File: src/rtl/piso_8to1.sv
// Parallel-in serial-out converter: accepts N-bit words over valid/ready and
// shifts them out LSB first, with a one-word holding buffer for gapless streaming.
module piso_8to1 #(
  parameter int unsigned N = 8
) (
  input  logic         clk,
  input  logic         reset,
  input  logic         load_valid,
  input  logic [N-1:0] load_data,
  output logic         load_ready,
  input  logic         en,
  output logic         out,
  output logic         out_valid,
  output logic         last,
  output logic         idle
);

  localparam int unsigned CW = $clog2(N) + 1;

  typedef enum logic {
    S_IDLE  = 1'b0,
    S_SHIFT = 1'b1
  } state_t;

  state_t        state;
  state_t        state_nxt;
  logic [N-1:0]  sh;
  logic [N-1:0]  hold;
  logic [CW-1:0] cnt;
  logic          hold_full;
  logic          accept;
  logic          xfer;
  logic          at_last;

  assign accept  = load_valid && load_ready;
  assign xfer    = (state == S_SHIFT) && en;
  assign at_last = (cnt == CW'(N - 1));

  // State register
  always_ff @(posedge clk or negedge reset) begin
    if (!reset) begin
      state <= S_IDLE;
    end else begin
      state <= state_nxt;
    end
  end

  // Next state: leave SHIFT only when the last bit goes out with nothing queued behind it
  always_comb begin
    state_nxt = state;
    case (state)
      S_IDLE:  if (accept) state_nxt = S_SHIFT;
      S_SHIFT: if (xfer && at_last && !hold_full && !accept) state_nxt = S_IDLE;
      default: state_nxt = S_IDLE;
    endcase
  end

  // Outputs
  always_comb begin
    load_ready = !hold_full;
    out_valid  = (state == S_SHIFT);
    out        = out_valid && sh[0];
    last       = out_valid && at_last;
    idle       = (state == S_IDLE) && !hold_full;
  end

  // Shifter, bit counter and holding buffer
  always_ff @(posedge clk or negedge reset) begin
    if (!reset) begin
      sh        <= '0;
      cnt       <= '0;
      hold      <= '0;
      hold_full <= 1'b0;
    end else if (state == S_IDLE) begin
      if (accept) begin
        sh  <= load_data;
        cnt <= '0;
      end
    end else begin
      if (xfer && !at_last) begin
        sh  <= {1'b0, sh[N-1:1]};
        cnt <= cnt + CW'(1);
      end else if (xfer) begin
        cnt <= '0;
        if (hold_full) begin
          sh        <= hold;
          hold_full <= 1'b0;
        end else if (accept) begin
          sh <= load_data;
        end else begin
          sh <= '0;
        end
      end
      // A word accepted on the final transfer bypasses the buffer straight into sh
      if (accept && !(xfer && at_last)) begin
        hold      <= load_data;
        hold_full <= 1'b1;
      end
    end
  end

endmodule

File: config.mk
export PLATFORM = sky130hd
export DESIGN_NAME = piso_8to1
export DESIGN_NICKNAME = d
export VERILOG_FILES = /design/src/rtl/piso_8to1.sv
export SDC_FILE = /design/constraint.sdc
export NUM_CORES = 1
export LEC_CHECK = 0
export CAP_MARGIN = 30
export CORE_MARGIN = 8
export CORE_UTILIZATION = 55
export DETAILED_ROUTE_END_ITERATION = 6
export DONT_BUFFER_PORTS = 1
export GPL_TIMING_DRIVEN = 0
export PLACE_DENSITY = 0.72
export SYNTH_ARGS = -nofsm -noshare
export SYNTH_HDL_FRONTEND = slang
export SYNTH_SLANG_ARGS = --single-unit
File: constraint.sdc
create_clock -name clk -period 4.3 [get_ports clk]
set_input_delay 0 -clock clk [delete_from_list [all_inputs] [get_ports clk]]
set_output_delay 0 -clock clk [all_outputs]
set_load 0.1 [all_outputs]
==> reports/results.txt <==
The endpoint kind of the worst setup timing path is a primary output. After global routing the overflow that remains totals 0. Input and output buffers added on the ports amount to 0. In the final routed layout, each cell accounts on average for 15.9 um.

The path class of the tightest hold or removal check is input pin to asynchronous set/reset pin. The worst register-to-register path has a depth of 5. The routed layout has 959 vias. Overall die height: 61.9 um.

The tree built by TritonCTS fans out to 22 sinks. Leaving out fill and tap cells, the most frequent cell in the layout is dfrtp_1. The tools report the clock root buffer master as clkbuf_4. The I/O pin count is 17, and the total negative slack is 0 ps. A synthesized cell averages 9.89 um2. In this run the top signal layer used is met4.

Maximum number of buffers from clock root to sink: 2. TritonCTS built the clock tree. In this run the horizontal extent of the chip is 61.9 um. Hold is met by 33.1 ps. The clock arrives with 4.97 ps of skew. For the standard cell area after detailed placement, the log shows 1210 um2. In this run the static leakage power is 0.000604 uW. The top cell type by total area after synthesis is dfrtp_1.

For the finished layout, the period the worst path requires is 2740 ps. The worst setup path is of the register to primary output kind. The first-iteration detailed-routing DRC count was 46. In this run the remaining antenna-violating nets after routing total 0.

For this block, wires on met1 add up to 1190 um. The global-route wire length before repair came out at 4330 um. The via count of the first global-routing pass came out at 943. Post-synthesis async set-or-reset flop share: 100%.

Of the post-synthesis cell area, the dominant cell type holds 47.6%. After synthesis the netlist holds a flip-flop and latch count of 22. For the final-report max-slew violation count, the log shows 0. The worst register-to-register path begins at out_valid. The die covers 3830 um2.

After synthesis, flip-flops and latches occupy 47.6% of the total area. In the routed design, unresolved DRC markers number 0. For this run, the detailed router's first-pass iteration total came to 4.

Estimated wirelength of the detail-placed design: 1760 um. Once the clock tree was built, the resizer swapped 0 gates to a different size. For the synthesized cell area, the log shows 1160 um2.

After floorplanning, the core was divided into 16 placement rows. The warning count from the yosys run was 0; the arrival time at the worst endpoint was 2740 ps. For the worst setup path, the data required time is 4300 ps.

At the pin with the least slew margin, the transition time is 965 ps. At the later pin of the worst-skew pair, clock insertion delay measures 310 ps. The areal power density over the cells was 551 nW/um2; the wire length on met2 was 1190 um.

Setup repair after global routing left no endpoint under its margin. After synthesis, the cell types taking the most area are dfrtp_1 48%, mux2_2 7.8%, nand3_1 6.9%. Synthesis produced 117 cells. The total track usage is 15.0%, and the initial antenna violation count is 0. Entering global routing, the biggest net connects 23 pins.

The clock-pin slew of the registers on the worst-case setup and hold paths is 120 ps. The flow ran to the end, and the final reports show no timing, DRC or antenna violations. Counting the fill cells in the layout gives 150. The logs give 149 for the net count reported at finish and 162 um for the sum of met3 wire segment lengths after detailed routing. The number of enable flip-flop cells after synthesis is 0. The total area inside the core boundary comes to 1980 um2. In the final layout, the share of cells above drive strength 1 is 17.0%. The number of levels the H-tree was split into is 1, and the total detailed-routing wirelength is 2580 um. Leaving out fill and tap cells, the most frequent cells in the layout are 22 x dfrtp_1, 16 x nand3_1, 12 x dlygate4sd3_1. The net count after synthesis was 130; the synthesis-to-finish area growth was 19.2%. For the maximum resistive drop on vdd, the log shows 0.000399 V. Routability-driven placement finished with a final weighted congestion of 0.819. For the number of clock buffers inserted by TritonCTS, the log shows 3. The endpoint identified for the worst register-to-register timing path is hold_full. The origin of the worst setup path was out_valid. In the synthesized netlist the dominant register cell turns out to be dfrtp_1. For this configuration, the core starts out at a cell density of 58.4%. The worst register-to-register path has a setup slack of 1840 ps.

The number of antenna diodes in the final layout is 0. The worst-case headroom to the max-slew limit is 36.1%, and the number of max-capacitance violations reported is 0. In the finished design, the share of the clock period the worst path needs comes to 63.8%. The final hold violation count is 0. Setup violations remaining at the end of the flow were counted as 0. The run gives 365 MHz as the maximum clock frequency. The number of distinct library cell variants in the gate-level netlist after synthesis came out at 28.

Dividing the detail-routed via count by the number of cells gives 5.92. Of all nets on the critical path, the largest fanout is 10. The most critical setup path has its endpoint at last.

STA classifies the critical path startpoint as a register. With fillers left out, the area of the finished cells amounts to 1380 um2.
repair_timing:
action                     CTS  global route
setup endpoints to repair    0             0
setup buffers                0             0
hold endpoints to repair    41             0
hold buffers                12             0
routing by layer:
layer | vias up | track usage, %
met5 | - | 0
met4 | 0 | 5.19
met3 | 5 | 2.47
met2 | 30 | 24.2
met1 | 460 | 19.5
li1 | 464 | -
critical path, cell delays in order (launching register included):
cell      delay [ps]
dfrtp_1          970
buf_6            230
clkbuf_1         380
and2_1           840
layout make-up:
type                       count  area, um2  share of cell area [%]
sequential                    22        551                    39.9
multi-input combinational     85        548                    39.7
timing repair buffer          14        150                    10.9
buffer                         8       53.8                    3.90
clock buffer                   4       36.3                    2.63
tap                           27       33.8                    2.45
inverter                       2       7.51                   0.544
cell families (layout without fill, tap and decap cells):
logic type	count (synthesis)	after routing	share of synthesized area, %
xor+xnor	1	1	0.757
flops	22	22	47.6
compound gates	29	29	17.0
mux	9	9	8.65
buf+inv	10	28	5.30
fa+ha+maj	1	1	1.08
simple gates	45	45	19.7
power breakdown:
part           leakage (uW)  switching, uW  total, uW  internal (uW)
Sequential         0.000259           53.8        342            288
Combinational      0.000324            163        301            138
Clock             0.0000210           64.6        116           51.8
Total              0.000604            281        760            478
cells in the mapped netlist, types with 2 or more instances:
cell and instances:
o21ai_0 9, clkbuf_1 4, nand2_1 10, a31oi_1 8, nor2_1 8, mux2_2 8
and2_1 2, nand3_1 16, a21oi_1 2, a22o_1 8, inv_1 2, buf_6 3
dfrtp_1 22
flip-flops by register name (all words and copies together), names as in the netlist:
signal     cells
hold           8
sh             8
cnt            4
hold_full      1
out_valid      1
through the flow:
stage | instances | setup slack (ps) | utilization (%) | power, uW
floorplan | 117 | 1800 | - | 583
global placement | 144 | 1670 | 60.1 | 616
detailed placement | 145 | 1890 | 61.0 | 629
CTS | 161 | 1530 | 68.9 | 760
global route | 162 | 1430 | 69.6 | 803
finish | 162 | 1560 | 69.6 | 760
worst min path at each step:
stage / end / cells after the start / slack, ps
floorplan: cnt[0] / 0 / -300
detailed placement: out_valid / 0 / -290
CTS: sh[4] / 3 / 40
global route: out_valid / 1 / 50
global placement: out_valid / 0 / -290
finish: out_valid / 1 / 30
Power figures use the tool's default switching activity.
